### src/rtl/seq_verify_pkg.sv
// Shared types and constants for the framed ASCII sequence checker.
// Holds FSM states, error codes, character constants and hex decode.
package seq_verify_pkg;

    typedef enum logic [2:0] {
        S_IDLE,
        S_OPA,
        S_OP,
        S_OPB,
        S_CLOSE,
        S_ERR
    } state_t;

    localparam logic [2:0] E_NONE  = 3'd0;
    localparam logic [2:0] E_A     = 3'd1;
    localparam logic [2:0] E_OP    = 3'd2;
    localparam logic [2:0] E_B     = 3'd3;
    localparam logic [2:0] E_CLOSE = 3'd4;
    localparam logic [2:0] E_TRUNC = 3'd5;

    localparam logic [7:0] C_NUL   = 8'h00;
    localparam logic [7:0] C_OPEN  = 8'h7B;
    localparam logic [7:0] C_SHUT  = 8'h7D;
    localparam logic [7:0] C_PLUS  = 8'h2B;
    localparam logic [7:0] C_MINUS = 8'h2D;
    localparam logic [7:0] C_STAR  = 8'h2A;

    // Returns {valid, nibble}; nibble is 0 when the char is not hex.
    function automatic logic [4:0] is_hex(
        input logic [7:0] c,
        input logic       allow_lower
    );
        logic [7:0] d;
        d = 8'h00;
        if (c >= 8'h30 && c <= 8'h39) begin
            d = c - 8'h30;
            return {1'b1, d[3:0]};
        end
        if (c >= 8'h41 && c <= 8'h46) begin
            d = c - 8'h37;
            return {1'b1, d[3:0]};
        end
        if (allow_lower && c >= 8'h61 && c <= 8'h66) begin
            d = c - 8'h57;
            return {1'b1, d[3:0]};
        end
        return 5'd0;
    endfunction

endpackage

### src/rtl/seq_verify_n_pacer.sv
// Spaces verdict strobes at least GAP clocks apart.
// Holds a single pending request while the gap counter is running.
import seq_verify_pkg::*;

module strobe_pacer #(
    parameter int GAP = 10
) (
    input  logic clk,
    input  logic rst,
    input  logic req,
    output logic strobe
);

    localparam int CW = (GAP > 2) ? $clog2(GAP) : 1;
    localparam int LD = (GAP > 0) ? GAP - 1 : 0;

    logic [CW-1:0] cnt;
    logic          pending;

    assign strobe = (req || pending) && (cnt == '0);

    always_ff @(posedge clk) begin
        if (rst) begin
            cnt     <= '0;
            pending <= 1'b0;
        end else if (strobe) begin
            cnt     <= CW'(LD);
            pending <= 1'b0;
        end else begin
            if (cnt != '0)
                cnt <= cnt - 1'b1;
            if (req)
                pending <= 1'b1;
        end
    end

endmodule

### src/rtl/seq_verify_n.sv
// Checks NUL-framed "{A op B}" sequences on a byte stream.
// Registers a verdict per sequence and paces its announcement strobe.
import seq_verify_pkg::*;

module seq_verify_n #(
    parameter int          freq         = 200,
    parameter int          UART_TX_baud = 20,
    parameter int          DIGITS       = 4,
    parameter logic [2:0]  OP_MASK      = 3'b011,
    parameter bit          ALLOW_LOWER  = 1'b0,
    parameter int          CNT_W        = 8
) (
    input  logic                  clk,
    input  logic                  rst,
    input  logic [7:0]            ascii_char,
    input  logic                  char_valid,
    output logic                  sequence_valid,
    output logic                  output_strobe,
    output logic [2:0]            err_code,
    output logic [4:0]            err_pos,
    output logic [4*DIGITS-1:0]   operand_a,
    output logic [4*DIGITS-1:0]   operand_b,
    output logic [1:0]            op_code,
    output logic [CNT_W-1:0]      valid_count
);

    localparam int W   = 4 * DIGITS;
    localparam int GAP = (UART_TX_baud > 0 && freq >= UART_TX_baud)
                       ? freq / UART_TX_baud : 1;

    state_t         state;
    logic [2:0]     dcnt;
    logic [W-1:0]   acc_a;
    logic [W-1:0]   acc_b;
    logic [1:0]     op_r;
    logic [4:0]     pos;
    logic           vpulse;

    logic [4:0]     hx;
    logic           op_ok;
    logic [1:0]     op_dec;
    logic [4:0]     pos_nx;
    logic           last;

    assign hx     = is_hex(ascii_char, ALLOW_LOWER);
    assign pos_nx = (pos == 5'd31) ? pos : pos + 5'd1;
    assign last   = (dcnt == 3'(DIGITS - 1));

    always_comb begin
        op_ok  = 1'b0;
        op_dec = 2'd0;
        case (ascii_char)
            C_PLUS:  begin op_ok = OP_MASK[0]; op_dec = 2'd0; end
            C_MINUS: begin op_ok = OP_MASK[1]; op_dec = 2'd1; end
            C_STAR:  begin op_ok = OP_MASK[2]; op_dec = 2'd2; end
            default: begin op_ok = 1'b0;       op_dec = 2'd0; end
        endcase
    end

    always_ff @(posedge clk) begin
        if (rst) begin
            state          <= S_IDLE;
            dcnt           <= '0;
            acc_a          <= '0;
            acc_b          <= '0;
            op_r           <= '0;
            pos            <= '0;
            vpulse         <= 1'b0;
            sequence_valid <= 1'b0;
            err_code       <= E_NONE;
            err_pos        <= '0;
            operand_a      <= '0;
            operand_b      <= '0;
            op_code        <= '0;
            valid_count    <= '0;
        end else begin
            vpulse <= 1'b0;
            if (char_valid && ascii_char == C_NUL) begin
                if (state != S_IDLE && state != S_ERR) begin
                    vpulse         <= 1'b1;
                    sequence_valid <= 1'b0;
                    err_code       <= E_TRUNC;
                    err_pos        <= pos;
                end
                state <= S_IDLE;
            end else if (char_valid) begin
                case (state)
                    S_IDLE: if (ascii_char == C_OPEN) begin
                        dcnt  <= '0;
                        acc_a <= '0;
                        acc_b <= '0;
                        pos   <= 5'd1;
                        state <= S_OPA;
                    end
                    S_OPA, S_OPB: if (hx[4]) begin
                        if (state == S_OPA)
                            acc_a <= (acc_a << 4) | W'(hx[3:0]);
                        else
                            acc_b <= (acc_b << 4) | W'(hx[3:0]);
                        pos  <= pos_nx;
                        dcnt <= last ? 3'd0 : dcnt + 3'd1;
                        if (last)
                            state <= (state == S_OPA) ? S_OP : S_CLOSE;
                    end else begin
                        vpulse         <= 1'b1;
                        sequence_valid <= 1'b0;
                        err_code       <= (state == S_OPA) ? E_A : E_B;
                        err_pos        <= pos;
                        state          <= S_ERR;
                    end
                    S_OP: if (op_ok) begin
                        op_r  <= op_dec;
                        pos   <= pos_nx;
                        state <= S_OPB;
                    end else begin
                        vpulse         <= 1'b1;
                        sequence_valid <= 1'b0;
                        err_code       <= E_OP;
                        err_pos        <= pos;
                        state          <= S_ERR;
                    end
                    S_CLOSE: begin
                        vpulse <= 1'b1;
                        if (ascii_char == C_SHUT) begin
                            sequence_valid <= 1'b1;
                            err_code       <= E_NONE;
                            err_pos        <= '0;
                            operand_a      <= acc_a;
                            operand_b      <= acc_b;
                            op_code        <= op_r;
                            valid_count    <= valid_count + 1'b1;
                            state          <= S_IDLE;
                        end else begin
                            sequence_valid <= 1'b0;
                            err_code       <= E_CLOSE;
                            err_pos        <= pos;
                            state          <= S_ERR;
                        end
                    end
                    default: state <= state;
                endcase
            end
        end
    end

    strobe_pacer #(
        .GAP (GAP)
    ) u_pacer (
        .clk    (clk),
        .rst    (rst),
        .req    (vpulse),
        .strobe (output_strobe)
    );

endmodule

### config.mk
export PLATFORM = sky130hd
export DESIGN_NAME = seq_verify_n
export DESIGN_NICKNAME = d
export VERILOG_FILES = /design/src/rtl/seq_verify_pkg.sv /design/src/rtl/seq_verify_n_pacer.sv /design/src/rtl/seq_verify_n.sv
export SDC_FILE = /design/constraint.sdc
export NUM_CORES = 1
export LEC_CHECK = 0
export ABC_AREA = 1
export BUFFER_PORTS_ARGS = -buffer_cell sky130_fd_sc_hd__buf_2
export CORE_ASPECT_RATIO = 0.8
export CORE_MARGIN = 3
export CORE_UTILIZATION = 50
export DETAILED_ROUTE_END_ITERATION = 12
export PLACE_DENSITY_LB_ADDON = 0.2
export REMOVE_ABC_BUFFERS = 1
export SYNTH_ARGS = -nofsm -noshare
export SYNTH_HDL_FRONTEND = slang
export SYNTH_SLANG_ARGS = --single-unit
### constraint.sdc
create_clock -name clk -period 2.1 [get_ports clk]
set_clock_uncertainty 0.15 [all_clocks]
set_input_delay 0.315 -clock clk [delete_from_list [all_inputs] [get_ports clk]]
set_output_delay 0.315 -clock clk [all_outputs]
set_load 0.005 [all_outputs]
==> out/qor.txt, run 1 <==
Synthesis Warnings = 0
Worst-Skew Late Latency = 0.34 ns
CTS sink cnt = 102
Detailed Place HPWL = 7470 microns
RSZ-0062 raised after global routing = false
Reg clk slew, reported paths = 0.07 ns
Gpl congestion = 0.930
DRC viols = 0
Setup violators final = 0
Initial antenna violation count = 0
XOR/XNOR share of the synthesized area = 0.732%
Final #Nets = 783
Adder-Cell Fraction of Synth Area = 2.62%
GRT Util Overall = 20.5%
Internal power = 4220 uW
Starting density of the core = 52.0%
CP max FO = 4
Post-synthesis mux area share = 0%
Grt ovf = 0
Routed WL per cell = 12.2 microns
Fin. max-slew vios = 0
Ys async rst share = 0%
Post-Route WL = 10,800 microns
Core box area = 9190 sq um
Worst Reg-to-Reg Cells = 8
Mapped cell area = 4780 sq um
Post-Place Cells = 864
Post-Synth Simple-Gate Area = 27.0%
Via count = 4,464
Crit path largest cell delay = 0.32 ns
WS Path Type = reg -> out
CP Cell Sequence = inv_1 > ha_1 > nand2_1 > nor2_4 > inv_1 > nor2_2 > buf_2
Total power per unit cell area = 1190 nW/um^2
Multi-input logic area = 2210 sq um
Worst setup EP type = output pin
Post-DRT Antenna Nets = 0
Cts bufs inserted = 9
Area Overhead vs Synth = 18.4%
Critical Path RT = 1.63 ns
Worst path slowest cell = dfxtp_1
P_leak = 0.00280 uW
Clock power share = 25.8%
Final instance area = 5660 sq um
Max-Cap Viols = 0
Pin count of the biggest net entering global routing = 50
Maximum vdd drop = 485 uV
DIE AREA = 10,800 sq um
Fillers = 819
Status = complete, no violations
Layout cells sized above 1 = 18.0%
Hold depth = 2
Syn Area/Cell = 6.89 sq um
Number of library cell types mapped by synthesis = 33
Clock Path Buffers = 2
First-pass detailed-route iteration total = 5
Complex-gate fraction of the synthesized area = 15.2%
Critical path arrival = 1.52 ns
Worst-Margin Slew = 0.449 ns
Placement Cell Area = 5300 sq um
Max-slew headroom = 70.0%
CTS tree = yes
Die Width = 115 microns
Final min period = 1.99 ns
Via density = 5.06
Post-synthesis sequential area ratio = 42.7%
Hold Path Class = in -> reg
Vias in the first global route = 4,101
First-pass GRT wire length = 18,200 microns
Cells after synthesis = 694
Port Buf Inserts = 62
Fin cells = 882
Num rows = 31
Drt first-iter violations = 302
Num ports = 63
Switch share = 37.6%
Total power = 6760 uW
Largest family of logic cells by synthesized area = simple AND/OR/NAND/NOR gates
Final period utilization = 94.6%
Gate power share = 36.5%
Clock root cell = clkbuf_16
P_sw = 2540 uW
Register Area = 2040 sq um
N_diodes = 0
Final hold vios = 0
Fmax = 503 MHz
Most common cell on crit path = inv_1
H-tree Lvls = 3
Post-synthesis register bit count = 102
Post-synth EDFFs = 0
Startpoint Class = register
Ys flop type = dfxtp_1
Sequential power share = 37.7%
Die Ht = 93.5 microns
synth_stat cells (4+ instances only):
cell type	count	area (sq um)
inv_1	89	334
ha_1	10	125
nor2_1	101	379
o21ai_1	42	210
clkbuf_1	8	30.0
dfxtp_1	102	2040
o21ai_0	17	85.1
a21oi_1	71	355
nand2_1	141	529
buf_4	6	45.0
nand3_1	26	130
inv_2	13	48.8
buf_2	9	45.0
buf_1	4	15.0
nand4_1	8	50.1
nor3_1	9	45.0
a21boi_0	5	37.5
layout by cell type, fill, tap and decap left out, types with 3 or more instances in the layout:
cell,Yosys,final
clkbuf_16,0,9
nand2_2,3,3
a31oi_1,3,3
nand2_1,141,141
inv_1,89,89
nor2_2,3,5
inv_2,13,14
nor3_1,9,9
nand3_1,26,26
buf_2,9,62
xnor2_1,3,3
buf_4,6,20
nor2_4,3,4
a21boi_0,5,5
nand4_1,8,8
o21ai_1,42,42
nor2_1,101,98
ha_1,10,10
dfxtp_1,102,102
a21oi_1,71,71
o21ai_0,17,17
buf_12,0,5
worst paths after layout:
path,startpoint,endpoint,slack [ns]
max,u_pacer.cnt[0],output_strobe,0.11
min,rst,pos[3],0.16
max reg2reg,state[0],operand_a[7],0.17
min reg2reg,acc_a[14],operand_a[14],0.30
cell families after synthesis:
family                     Yosys count
xor gates and xnor gates             4
AOI/OAI and AO/OA                  140
DFF                                102
and+or+nand+nor                    303
adders and majority gates           10
buffers and inverters              135
power by group through the flow:
stage	logic [uW]	registers [uW]	clock network, uW
2_1_floorplan	1720	2520	0
3_3_place_gp	2250	2550	0
3_5_place_dp	2320	2570	0
4_1_cts	2360	2540	1780
5_1_grt	2850	2590	1850
6_report	2470	2550	1740
flip-flops by register name, indices dropped and copies added (netlist names):
register / cells
acc_a: 16
acc_b: 16
operand_a: 16
operand_b: 16
valid_count: 8
err_pos: 5
pos: 5
u_pacer.cnt: 4
dcnt: 3
err_code: 3
state: 3
op_code: 2
op_r: 2
sequence_valid: 1
u_pacer.pending: 1
vpulse: 1
cell type report:
type                    count  area share [%]
repair buffers             87            9.90
clock buffers              10            4.22
well taps                 115            2.54
multi-input cells         457            39.0
flip-flops and latches    102            36.1
inverters                 105            6.96
clock inverters             6            1.35
repair_timing:
item                       in CTS  in global routing
setup endpoints to repair       1                 12
gates resized for setup         1                  5
setup buffers                   0                  2
hold buffers                    0                  0
gates cloned                    0                  0
pin swaps                       0                  1
metrics by stage:
| stage | hold WS, ns | setup TNS, ns | util (%) | worst slack, ns |
|---|---|---|---|---|
| after floorplan | 0.234 | -22.90 | - | -0.555 |
| after global placement | 0.286 | 0 | 57.7 | 0.00926 |
| after detailed placement | 0.295 | -0.205 | 57.7 | -0.0366 |
| after CTS | 0.159 | 0 | 61.2 | 0.0413 |
| after global routing | 0.175 | 0 | 61.6 | 0.00120 |
| final | 0.165 | 0 | 61.6 | 0.114 |
worst max-delay path: cells and delay by family (launching register included):
family	cells	cell delay [ns]
adder cells (fa/ha/maj)	1	0.17
buffers and inverters	3	0.34
flip-flops	1	0.32
AND/OR/NAND/NOR	3	0.37
layer usage:
| metal | up-vias | GRT usage [%] | wire length, microns |
|---|---|---|---|
| li1 | 2317 | - | - |
| met1 | 2013 | 26.8 | 5120 |
| met2 | 119 | 34.0 | 4970 |
| met3 | 15 | 4.14 | 547 |
| met4 | 0 | 6.26 | 139 |
| met5 | - | 0 | 0 |
No activity file was read; power rests on OpenSTA's default activity.
==> run 2: changes to the inputs <==
--- a/config.mk
+++ b/config.mk
@@ -9,9 +9,9 @@
 export BUFFER_PORTS_ARGS = -buffer_cell sky130_fd_sc_hd__buf_2
 export CORE_ASPECT_RATIO = 0.8
 export CORE_MARGIN = 3
-export CORE_UTILIZATION = 50
+export CORE_UTILIZATION = 44
 export DETAILED_ROUTE_END_ITERATION = 12
-export PLACE_DENSITY_LB_ADDON = 0.2
+export PLACE_DENSITY_LB_ADDON = 0.25
 export REMOVE_ABC_BUFFERS = 1
 export SYNTH_ARGS = -nofsm -noshare
 export SYNTH_HDL_FRONTEND = slang
==> run 2 against run 1 <==
  * Die area rose by 13%
  * Global-route usage fell by 2.4 points
  * Register-to-register slack worse by 0.03 ns
  * Flip-flop and latch count is the same
  * Power down 3.0%
  * Via count decreased by 2.4%
  * Non-clock buffer count is 1 lower
==> out/qor.txt, run 2 (synthesized netlist as in run 1, its figures left out) <==
Most frequent cells in the layout = nand2_1, dfxtp_1, nor2_1
Multi-input logic area = 2190 sq um (-0.68%)
H-tree Lvls = 3 (unchanged)
DRC viols = 0 (unchanged)
Post-DRT Antenna Nets = 0 (unchanged)
Num ports = 63 (unchanged)
Hold slack = 0.183 ns (+0.0187 ns)
P_leak = 0.00277 uW (-1.1%)
CTS sink cnt = 102 (unchanged)
Vias in the first global route = 3,968 (-3.2%)
GRT Util Overall = 18.0% (-2.4 points)
Pre-CTS setup slack = -0.0120 ns (+0.0247 ns)
Clock root cell = clkbuf_16
Fillers = 1,064 (+30%)
Hold Path Class = in -> reg
Max-slew headroom = 54.9% (-15 points)
Maximum vdd drop = 475 uV (-2.0%)
Worst-Margin Slew = 0.676 ns (+0.227 ns)
Critical Path RT = 1.63 ns (about the same)
Fmax = 507 MHz (+0.78%)
Final instance area = 5630 sq um (-0.53%)
Final period utilization = 93.9% (-0.73 points)
Reg clk slew, reported paths = 0.07 ns (about the same)
Port Buf Inserts = 62 (unchanged)
Core box area = 10,400 sq um (+13%)
Fin cells = 905 (+2.6%)
Placement Cell Area = 5320 sq um (+0.21%)
First-pass detailed-route iteration total = 5 (unchanged)
Total power per unit cell area = 1160 nW/um^2 (-2.4%)
Setup violators final = 0 (unchanged)
Gpl congestion = 0.916 (-1.5%)
Worst path slowest cell = dfxtp_1
Cell family with most CP delay = simple AND/OR/NAND/NOR gates
Drt first-iter violations = 231 (-24%)
Die Width = 123 microns (+6.3%)
First-pass GRT wire length = 18,000 microns (-1.1%)
CTS tree = yes
Hold_buf cts = 0 (unchanged)
Final TNS setup = 0 ns (unchanged)
CP max FO = 4 (unchanged)
RSZ-0062 raised after global routing = false
Register Area = 2040 sq um (unchanged)
Worst setup EP type = output pin
WS Path Type = reg -> out
Most common cell after layout, fill and taps aside = nand2_1
Post-Route WL = 10,600 microns (-2.0%)
Final hold vios = 0 (unchanged)
Startpoint Class = register
Via density = 4.81 (-4.9%)
Post-Place Cells = 888 (+2.8%)
Critical path arrival = 1.51 ns (about the same)
Area Overhead vs Synth = 17.7%
Most common cell on crit path = inv_1
Grt ovf = 0 (unchanged)
Num rows = 33 (+6.5%)
Cts bufs inserted = 9 (unchanged)
Starting density of the core = 46.0% (-6.1 points)
Detailed Place HPWL = 7560 microns (+1.2%)
Max-Cap Viols = 0 (unchanged)
Status = complete, no violations
Fin. max-slew vios = 0 (unchanged)
Worst-Skew Late Latency = 0.34 ns (about the same)
Setup WS post-layout = 0.129 ns (+0.0154 ns)
Pin count of the biggest net entering global routing = 44 (-12%)
WP buf/inv = 3 (unchanged)
Die Ht = 99.3 microns (+6.2%)
N_diodes = 0 (unchanged)
Routed WL per cell = 11.7 microns (-4.5%)
Crit path largest cell delay = 0.34 ns (+0.02 ns)
Final #Nets = 782 (-0.13%)
CP Cell Sequence = inv_1 > ha_1 > nand2_1 > nor2_4 > inv_1 > nor2_2 > buf_2
Layout cells sized above 1 = 17.6% (-0.35 points)
DIE AREA = 12,200 sq um (+13%)
Clock Path Buffers = 2 (unchanged)
Final min period = 1.97 ns (-0.0154 ns)
Initial antenna violation count = 0 (unchanged)
Via count = 4,355 (-2.4%)
## run 2: final timing paths
check                                     from       endpoint  slack (ns)  cells after the start
worst max-delay path            u_pacer.cnt[1]  output_strobe        0.13                      7
worst max register to register        state[0]     err_pos[2]        0.14                      7
worst min register to register       acc_b[15]  operand_b[15]        0.30                      2
worst min-delay path                       rst         pos[3]        0.18                      2
## run 2: worst reg2reg max path: stages (launching register included)
cell      delay [ns]
dfxtp_1         0.40
nor2_2          0.20
inv_2           0.04
nand2_1         0.12
inv_2           0.09
o21ai_2         0.56
a21boi_0        0.21
nor2_1          0.14
## run 2: layout make-up
| type | count | share of cell area [%] |
|---|---|---|
| Tap cell | 140 | 3.11 |
| Multi-Input combinational cell | 457 | 38.9 |
| Clock buffer | 10 | 4.07 |
| Clock inverter | 5 | 1.07 |
| Inverter | 105 | 7.00 |
| Sequential cell | 102 | 36.3 |
| Timing Repair Buffer | 86 | 9.60 |
## run 2: per-layer routing
metal / GRT usage [%] / wire (microns) / vias to the layer above / part of all wire (%)
li1: - / - / 2323 / -
met1: 24.1 / 5120 / 1922 / 49
met2: 29.6 / 4830 / 99 / 46
met3: 3.87 / 479 / 11 / 4.5
met4: 4.99 / 130 / 0 / 1.2
met5: 0 / 0 / - / 0
## run 2: per-stage QoR
step           util (%)  power, uW
2_1_floorplan         -       4240
5_1_grt            54.1       7120
3_3_place_gp       51.1       4780
6_report           54.1       6560
3_5_place_dp       51.1       4860
4_1_cts            53.9       6530
## run 2: power breakdown
part	leakage, uW	switching [uW]	internal, uW	total [uW]
sequential	0.000828	223	2320	2540
combinational	0.00181	1480	902	2390
clock	0.000139	712	922	1630
## run 2: repair_timing
action | CTS | global route
gates resized for setup | 1 | 3
pin swaps | 0 | 1
setup buffers | 0 | 2
setup endpoints to repair | 1 | 4
